[src/rtl/put_arbiter_pkg.sv]
// Shared types and helpers for the round-robin FIFO put arbiter.
package put_arb_pkg;

  typedef enum logic {
    IDLE  = 1'b0,
    OWNED = 1'b1
  } state_e;

  // Burst counter must hold 0..MAX_BURST-1; one extra code keeps MAX_BURST=1 at width 1.
  function automatic int burst_cnt_width(input int max_burst);
    return $clog2(max_burst + 1);
  endfunction

  // Round-robin mask bit: positions strictly above the last owner get first pick.
  function automatic logic rr_above_last(input int unsigned idx, input int unsigned last);
    return idx > last;
  endfunction

endpackage

[src/rtl/put_arbiter_if.sv]
// Producer/FIFO-side bundle of the put arbiter; master is the arbiter, slave the environment.
interface put_arbiter_if #(
  parameter int NUM_REQ    = 4,
  parameter int DATA_WIDTH = 8
);
  logic [NUM_REQ-1:0]            req_put;
  logic [NUM_REQ*DATA_WIDTH-1:0] data_in;
  logic                          full;
  logic                          en_put;
  logic [DATA_WIDTH-1:0]         data_out;
  logic [NUM_REQ-1:0]            grant;
  logic [NUM_REQ-1:0]            ack;

  modport master (
    input  req_put, data_in, full,
    output en_put, data_out, grant, ack
  );

  modport slave (
    output req_put, data_in, full,
    input  en_put, data_out, grant, ack
  );
endinterface

[src/rtl/put_arbiter_rr_select.sv]
// Combinational round-robin picker: first set request strictly after i_last, wrapping.
module rr_select
  import put_arb_pkg::*;
#(
  parameter  int NUM_REQ = 4,
  localparam int IDXW    = $clog2(NUM_REQ)
) (
  input  logic [NUM_REQ-1:0] i_req,
  input  logic [IDXW-1:0]    i_last,
  output logic [NUM_REQ-1:0] o_win
);

  logic [NUM_REQ-1:0] w_mask;
  logic [NUM_REQ-1:0] w_hi;
  logic [NUM_REQ-1:0] w_pool;

  generate
    for (genvar gi = 0; gi < NUM_REQ; gi++) begin : g_mask
      assign w_mask[gi] = rr_above_last(gi, 32'(i_last));
    end
  endgenerate

  // Prefer requests above the last owner; otherwise wrap to the lowest index.
  assign w_hi   = i_req & w_mask;
  assign w_pool = (|w_hi) ? w_hi : i_req;
  assign o_win  = w_pool & (~w_pool + 1'b1);

endmodule

[src/rtl/put_arbiter.sv]
// Round-robin arbiter sharing one FIFO write port among NUM_REQ producers with a burst cap.
module put_arbiter
  import put_arb_pkg::*;
#(
  parameter int NUM_REQ    = 4,
  parameter int DATA_WIDTH = 8,
  parameter int MAX_BURST  = 4
) (
  input  logic          clk,
  input  logic          rst,
  put_arbiter_if.master bus
);

  localparam int IDXW = $clog2(NUM_REQ);
  localparam int CNTW = burst_cnt_width(MAX_BURST);
  localparam logic [CNTW-1:0] CNT_LAST = CNTW'(MAX_BURST - 1);
  localparam logic [IDXW-1:0] LAST_RST = IDXW'(NUM_REQ - 1);

  state_e               r_state;
  logic [NUM_REQ-1:0]   r_grant;
  logic [CNTW-1:0]      r_burst_cnt;
  logic [IDXW-1:0]      r_last;

  logic                  w_owner_req;
  logic                  w_en_put;
  logic                  w_cap;
  logic                  w_release;
  logic [IDXW-1:0]       w_owner_idx;
  logic [IDXW-1:0]       w_arb_last;
  logic [NUM_REQ-1:0]    w_win;
  logic [DATA_WIDTH-1:0] w_data;

  assign w_owner_req = |(r_grant & bus.req_put);
  assign w_en_put    = w_owner_req & ~bus.full;
  assign w_cap       = w_en_put && (r_burst_cnt == CNT_LAST);
  assign w_release   = (r_state == OWNED) && (!w_owner_req || w_cap);

  // Searching from the owner's own index makes the owner the last candidate,
  // so a capped owner is re-granted only when nobody else is waiting.
  assign w_arb_last  = (r_state == OWNED) ? w_owner_idx : r_last;

  always_comb begin
    w_owner_idx = '0;
    for (int i = 0; i < NUM_REQ; i++) begin
      if (r_grant[i]) begin
        w_owner_idx = IDXW'(i);
      end
    end
  end

  always_comb begin
    w_data = '0;
    for (int i = 0; i < NUM_REQ; i++) begin
      w_data = w_data | (bus.data_in[i*DATA_WIDTH +: DATA_WIDTH] & {DATA_WIDTH{r_grant[i]}});
    end
  end

  rr_select #(
    .NUM_REQ (NUM_REQ)
  ) u_rr_select (
    .i_req  (bus.req_put),
    .i_last (w_arb_last),
    .o_win  (w_win)
  );

  always_ff @(posedge clk) begin
    if (rst) begin
      r_state     <= IDLE;
      r_grant     <= '0;
      r_burst_cnt <= '0;
      r_last      <= LAST_RST;
    end else begin
      case (r_state)
        IDLE: begin
          if (|bus.req_put) begin
            r_grant     <= w_win;
            r_burst_cnt <= '0;
            r_state     <= OWNED;
          end
        end
        OWNED: begin
          if (w_release) begin
            r_last      <= w_owner_idx;
            r_burst_cnt <= '0;
            r_grant     <= w_win;
            r_state     <= (|w_win) ? OWNED : IDLE;
          end else if (w_en_put) begin
            r_burst_cnt <= r_burst_cnt + 1'b1;
          end
        end
        default: begin
          r_state <= IDLE;
          r_grant <= '0;
        end
      endcase
    end
  end

  assign bus.en_put   = w_en_put;
  assign bus.ack      = r_grant & {NUM_REQ{w_en_put}};
  assign bus.grant    = r_grant;
  assign bus.data_out = w_data;

endmodule

[src/flat_wrapper.sv]
// flat-port wrapper written by rule: the top's interface ports become plain ports
module put_arbiter_flat import put_arb_pkg::*;
#(
  parameter int NUM_REQ    = 4,
  parameter int DATA_WIDTH = 8,
  parameter int MAX_BURST  = 4
)
  (clk, rst, bus_req_put, bus_data_in, bus_full, bus_en_put, bus_data_out, bus_grant, bus_ack);
  put_arbiter_if #(.NUM_REQ(NUM_REQ), .DATA_WIDTH(DATA_WIDTH)) bus_i ();
  input  logic clk;
  input  logic rst;
  input wire logic [$bits(bus_i.req_put)-1:0] bus_req_put;
  input wire logic [$bits(bus_i.data_in)-1:0] bus_data_in;
  input wire logic [$bits(bus_i.full)-1:0] bus_full;
  output wire logic [$bits(bus_i.en_put)-1:0] bus_en_put;
  output wire logic [$bits(bus_i.data_out)-1:0] bus_data_out;
  output wire logic [$bits(bus_i.grant)-1:0] bus_grant;
  output wire logic [$bits(bus_i.ack)-1:0] bus_ack;
  assign bus_i.req_put = bus_req_put;
  assign bus_i.data_in = bus_data_in;
  assign bus_i.full = bus_full;
  assign bus_en_put = bus_i.en_put;
  assign bus_data_out = bus_i.data_out;
  assign bus_grant = bus_i.grant;
  assign bus_ack = bus_i.ack;
  put_arbiter #(.NUM_REQ(NUM_REQ), .DATA_WIDTH(DATA_WIDTH), .MAX_BURST(MAX_BURST)) u_core (.clk(clk), .rst(rst), .bus(bus_i));
endmodule
[config.mk]
export PLATFORM = sky130hd
export DESIGN_NAME = put_arbiter_flat
export DESIGN_NICKNAME = d
export VERILOG_FILES = /design/src/rtl/put_arbiter_pkg.sv /design/src/rtl/put_arbiter_if.sv /design/src/rtl/put_arbiter_rr_select.sv /design/src/rtl/put_arbiter.sv /design/src/flat_wrapper.sv
export SDC_FILE = /design/constraint.sdc
export NUM_CORES = 1
export LEC_CHECK = 0
export CORE_MARGIN = 8
export CORE_UTILIZATION = 35
export CTS_CLUSTER_SIZE = 25
export DETAILED_ROUTE_END_ITERATION = 8
export GPL_TIMING_DRIVEN = 0
export MAX_ROUTING_LAYER = met4
export PLACE_DENSITY = 0.79
export SYNTH_ARGS = -nofsm -noshare
export SYNTH_HDL_FRONTEND = slang
export SYNTH_HIERARCHICAL = 1
export SYNTH_SLANG_ARGS = --single-unit
[constraint.sdc]
create_clock -name clk -period 2.5 [get_ports clk]
set_input_delay 0.375 -clock clk [delete_from_list [all_inputs] [get_ports clk]]
set_output_delay 0.375 -clock clk [all_outputs]
set_load 0.1 [all_outputs]
==> results of run 1 <==
[power by group]
group	internal (mW)	leakage, nW	switching, mW
clock	0.0885	0.0210	0.0585
combinational	0.170	0.504	0.447
sequential	0.179	0.0843	0.0139
[routing by layer]
metal | vias to the layer above | GRT usage | share of wire
li1 | 523 | - | -
met1 | 466 | 0.170 | 0.42
met2 | 29 | 0.251 | 0.51
met3 | 6 | 0.0258 | 0.057
met4 | 0 | 0.0627 | 0.0097
met5 | - | - | 0
[registers in the layout, indices dropped and copies added, names as in the netlist]
name and flops:
u_core/r_last 2, u_core/r_burst_cnt 3, u_core/bus.grant 4, u_core/r_state 1
[logic make-up (layout without fill, tap and decap cells)]
group | count (synthesis) | count (layout) | share of synthesized area
buffers and inverters | 12 | 71 | 0.0556
DFF | 10 | 10 | 0.241
adders and majority gates | 2 | 2 | 0.0301
and+or+nand+nor | 38 | 38 | 0.244
muxes | 6 | 6 | 0.0722
AOI/OAI and AO/OA | 41 | 41 | 0.358
[how the worst max path moves through the flow]
stage / endpoint / slack, ns / cells past startpoint / startpoint
after floorplan: bus_ack[0] / -0.01 / 3 / u_core/bus.grant[0]
after global routing: u_core/r_state / -0.06 / 7 / u_core/bus.grant[2]
after CTS: u_core/r_state / 0.0003 / 7 / u_core/bus.grant[3]
final: u_core/r_state / 0.12 / 7 / u_core/bus.grant[3]
after global placement: bus_ack[1] / -0.50 / 5 / bus_req_put[3]
after detailed placement: bus_ack[1] / -0.55 / 5 / bus_req_put[3]
[per-stage QoR]
step / setup TNS (ns) / cells
final: 0 / 196
after global routing: -0.0566 / 196
after detailed placement: -2.72 / 192
after CTS: 0 / 196
after floorplan: -0.0382 / 109
after global placement: -2.48 / 192
[timing repair]
action                     CTS  global route
gates resized for setup     28            20
hold buffers                 0             0
setup endpoints to repair   13            13
[tightest hold or removal path, cell delays in order (launching register included)]
cell	delay (ns)
dfxtp_1	0.32
inv_1	0.05
o32ai_1	0.08
[cell type report]
cell class	instances	area, um2
clock buffer	4	36.3
tap	28	35.0
sequential	10	210
multi-input combinational	87	606
inverter	6	22.5
fill	203	808
buffer	6	23.8
timing repair buffer	55	492
[layout by cell type, fill, tap and decap left out, types with 2 or more instances in the layout]
cell and instances:
clkdlybuf4s50_1 42, a22oi_1 18, nand2b_1 10, nand2_1 9, clkbuf_2 8, nor2_1 8, a21oi_1 6, mux2i_1 6
dfxtp_1 6, buf_2 5, clkbuf_1 5, inv_1 5, and2_2 4, clkbuf_4 3, o21ai_0 3, nor3_1 2
o32ai_1 2, o22ai_1 2, ha_1 2, dfxtp_2 2, dfxtp_4 2, o211a_1 2
==> flow_summary.yaml, run 1 <==
run_status:
  outcome: "completed"
power:
  power_density_nw_per_um2: 672
  power_leakage_nw: 0.609
  ir_drop_uv: 537
  design_power_total_uw: 957
worst_hold_path:
  holdCritStartpoint: "u_core/r_burst_cnt[1]"
  worstHoldPathCells: 2
  holdCritPathClass: "flip-flop to flip-flop"
  holdPathEnd: "u_core/r_burst_cnt[1]"
finish:
  final_nets: 210
  utilization: 0.638
  area_growth_pct: 71.3
  n_antenna_cell: 0
  drive_above_1_share: 0.202
  fin_area_um2: 1430
route:
  firstDrtPassIters: 4
  drcViolationCount: 0
  vias: 1024
  ant_nets: 0
  drt_iter0_markers: 42
  wl_per_cell_um: 16.3
  routed_wirelength_um: 3190
  viasPerCell: 5.22
timing:
  skew_ns: 0.00731
  slew_viol_final: 0
  finalHoldViolCount: 0
  finalCriticalPeriod_ns: 2.38
  tightest_slew_ns: 0.997
  setup_ws_ns: 0.121
  rsz0062_at_grt: "yes"
  holdWs_ns: 0.499
  relSlewSlack: 0.333
  finalSetupViolCount: 0
  fmaxAchievable_mhz: 420
  fin_crit_sh: 0.952
floorplanning:
  dieArea_um2: 4190
  die_h_um: 64.8
  coreArea_um2: 2230
  rows: 17
  start_util: 0.373
  die_w_um: 64.8
  io_pins: 56
setup_path:
  cp_cell_sequence: "clkbuf_1 -> nor2_1 -> a21oi_2 -> nor2_1 -> o311a_1 -> or4_1 -> o21a_1"
  critPathArrivalTime_ns: 2.55
  slowest_stage: "or4_1"
  crit_required_ns: 2.67
  reg2reg_from: "u_core/bus.grant[3]"
  critPathMaxFanout: 10
  r2r-end: "u_core/r_state"
  crit_family: "compound AO/OA/AOI/OAI gates"
  worstSetupPathType: "flip-flop to flip-flop"
  cp-start-kind: "flip-flop"
  reg2reg_setup_slack_ns: 0.12
  ff2ff_path_depth: 7
  path_buf_inv: 1
  end_kind: "flip-flop"
  cpPeakStageDelay_ns: 0.51
  cpMostUsedCell: "nor2_1"
placement:
  detailed_place_hpwl_um: 2530
  port-buffer-count: 55
  routabilityCongestion: 0.797
  pre_cts_ws_ns: -0.547
  place_area_um2: 1440
synth:
  ys_ff_latch: 10
  synth_area_per_cell_um2: 7.63
  yosysMostFrequentCell: "a22oi_1"
  yosys_warnings: 6
  synth.area.top_cells: "dfxtp_1 24%, a22oi_1 16%, nand2b_1 7.5%"
  ys_seq_area_frac: 0.241
  synth_edf_count: 0
  synth_cell_types: 29
  synthesis.area_um2: 832
  synth_top_area_frac: 0.241
  synth_top_area_cell: "dfxtp_1"
  synth_nets: 150
  synth_cells: 109
  ys_async_sr_fraction: 0
  yosys-top-cells-count: "18 x a22oi_1, 10 x dfxtp_1, 10 x nand2b_1"
  synth_flop_cell: "dfxtp_1"
clock_tree:
  cts_root_buf: "clkbuf_4"
  clk_latency_ns: 0.27
  post_cts_buffers: 0
  clk_pin_slew_ns: 0.07
  numCtsBuffers: 3
  clk_path_buf_depth: 2
  h-tree-depth: 1
  cts_tree: "built"
  cts.sinks: 10
global_routing:
  antenna_found_initial: 0
  grt.total_usage: 0.149
  grt_pass1_vias: 1026
  grt_pass1_wl_um: 4980
  overflow: 0
  grt_max_degree: 11
job:
  cap_violations: 0
No activity file was read; power rests on OpenSTA's default activity.
==> inputs of run 2 (changes only) <==
- SLEW_MARGIN: default -> 15
==> results of run 2 <==
The final DEF is identical to that of run 1; final timing and power are the same.
==> inputs of run 3 (changes only) <==
--- a/config.mk
+++ b/config.mk
@@ -8,3 +8,4 @@
 export CORE_MARGIN = 8
-export CORE_UTILIZATION = 35
+export CORE_UTILIZATION = 32
+export CTS_BUF_LIST = sky130_fd_sc_hd__clkbuf_16
 export CTS_CLUSTER_SIZE = 25
@@ -13,3 +14,3 @@
 export MAX_ROUTING_LAYER = met4
-export PLACE_DENSITY = 0.79
+export PLACE_DENSITY = 0.76
 export SLEW_MARGIN = 15
==> constraint.sdc (replaced) <==
create_clock -name clk -period 2.05 [get_ports clk]
set_input_delay 0.3075 -clock clk [delete_from_list [all_inputs] [get_ports clk]]
set_output_delay 0.3075 -clock clk [all_outputs]
set_load 0.005 [all_outputs]
==> run 3 against run 2 <==
Compared with the run above:
- the flow now finishes with violations (setup timing)
- count of clock-buffer cells in the layout is 1 lower
- clock power is 130% higher
- combinational power is 15% lower
- global-route usage is 1.2 points higher
- fmax is 15% higher
- critical endpoint unchanged
- largest cell class is now non-clock buffers
- largest power group unchanged
==> flow_summary.yaml, run 3 (synthesized netlist as in run 1, its figures left out) <==
clock_tree:
  clk_path_buf_depth: 2
  clk_latency_ns: 0.23
  numCtsBuffers: 3
  h-tree-depth: 1
  clk_pin_slew_ns: 0.04
  cts_root_buf: "clkbuf_16"
  cts_hold_buf: 0
  cts.sinks: 10
  cts_tree: "built"
timing:
  fin_crit_sh: 1.01
  slew_viol_final: 0
  finalSetupViolCount: 1
  holdWs_ns: 0.482
  finalHoldViolCount: 0
  tightest_slew_ns: 0.403
  finalCriticalPeriod_ns: 2.07
  setup_ws_ns: -0.0225
  rsz0062_at_grt: "yes"
  fmaxAchievable_mhz: 483
  relSlewSlack: 0.731
  skew_ns: 0.000837
floorplanning:
  die_h_um: 67.0
  io_pins: 56
  start_util: 0.336
  rows: 18
  die_w_um: 67.0
  coreArea_um2: 2480
  dieArea_um2: 4490
run_status:
  outcome: "complete, but fails checks"
  violations: "setup timing"
route:
  ant_nets: 0
  vias: 1152
  drt_iter0_markers: 70
  drcViolationCount: 0
  wl_per_cell_um: 17.3
  firstDrtPassIters: 5
  routed_wirelength_um: 3530
  viasPerCell: 5.65
global_routing:
  grt_max_degree: 11
  overflow: 0
  antenna_found_initial: 0
  grt_pass1_vias: 1090
  grt.total_usage: 0.161
  grt_pass1_wl_um: 5460
placement:
  routabilityCongestion: 0.863
  detailed_place_hpwl_um: 2680
  port-buffer-count: 55
setup_path:
  reg2reg_from: "u_core/bus.grant[2]"
  worstSetupPathType: "flip-flop to flip-flop"
  critPathMaxFanout: 6
  cp-start-kind: "flip-flop"
  crit_required_ns: 2.17
  cp-startpoint: "u_core/bus.grant[2]"
  critPathArrivalTime_ns: 2.20
  end_kind: "flip-flop"
finish:
  largest_reg_flops: 4
  final_common_cell: "clkdlybuf4s50_1"
  n_antenna_cell: 0
  area_growth_pct: 94.7
  utilization: 0.654
  final_nets: 217
  drive_above_1_share: 0.178
  layout_common_cells: "51 x clkdlybuf4s50_1, 17 x a22oi_1, 10 x nand2b_1, 9 x nand2_1, 8 x dfxtp_1"
power:
  power_leakage_nw: 0.672
  power_density_nw_per_um2: 678
  ir_drop_uv: 565
  design_power_total_mw: 1.10
worst_hold_path:
  holdCritStartpoint: "u_core/r_burst_cnt[2]"
  holdCritPathClass: "flip-flop to flip-flop"
job:
  cap_violations: 0
run 3: changes by cell type in the layout (fill, tap and decap cells not counted), sizes merged:
cell	delta
buf	+2
dlygate4sd2	+3
clkdlybuf4s15	-1
clkbuf	-7
clkdlybuf4s50	+9
run 3: worst max-delay path: stages (launching register included):
cell and delay, ns:
dfxtp_2 0.34, clkbuf_8 0.15, nor2_4 0.11, a21oi_2 0.08, buf_4 0.15, inv_4 0.06
o22ai_1 0.08, o211a_1 0.26, or4_1 0.53, o21a_1 0.20
run 3: worst paths after layout:
path	endpoint	slack [ns]	depth (start not counted)
worst min-delay path	u_core/r_burst_cnt[2]	0.48	2
worst max register to register	u_core/r_state	-0.02	9
worst max-delay path	u_core/r_state	-0.02	9
worst min register to register	u_core/r_burst_cnt[2]	0.48	2
run 3: area by class of cell:
cell class / instances / area, um2
plain buffers: 6 / 60.1
inverters: 6 / 25.0
clock buffers: 3 / 75.1
multi-input cells: 87 / 623
fillers: 217 / 857
well taps: 30 / 37.5
repair buffers: 62 / 594
flip-flops and latches: 10 / 205
run 3: per-layer routing:
| layer | GRT usage | vias up | wire length (um) | part of all wire |
|---|---|---|---|---|
| met2 | 0.270 | 76 | 1600 | 0.45 |
| met3 | 0.0453 | 12 | 406 | 0.11 |
| met5 | - | - | 0 | 0 |
| met4 | 0.0679 | 0 | 80 | 0.023 |
| met1 | 0.173 | 528 | 1440 | 0.41 |
| li1 | - | 536 | - | - |
run 3: repair_timing:
item,CTS,global route
gates resized for setup,15,8
pin swaps,7,1
setup endpoints to repair,7,13
buffers inserted,7,0
run 3: power by group:
group | internal (mW) | switching [mW] | total, mW
Sequential | 0.219 | 0.0187 | 0.238
Combinational | 0.298 | 0.227 | 0.525
Clock | 0.252 | 0.0834 | 0.336
run 3: stage by stage:
stage / instances / setup slack (ns) / TNS, ns / instance area (um2)
3_5_place_dp: 194 / -0.277 / -1.43 / 1440
5_1_grt: 204 / -0.0664 / -0.0664 / 1620
3_3_place_gp: 194 / -0.252 / -1.27 / 1440
4_1_cts: 204 / 0.000334 / 0 / 1610
6_report: 204 / -0.0225 / -0.0225 / 1620
2_1_floorplan: 109 / 0.00859 / 0 / 856
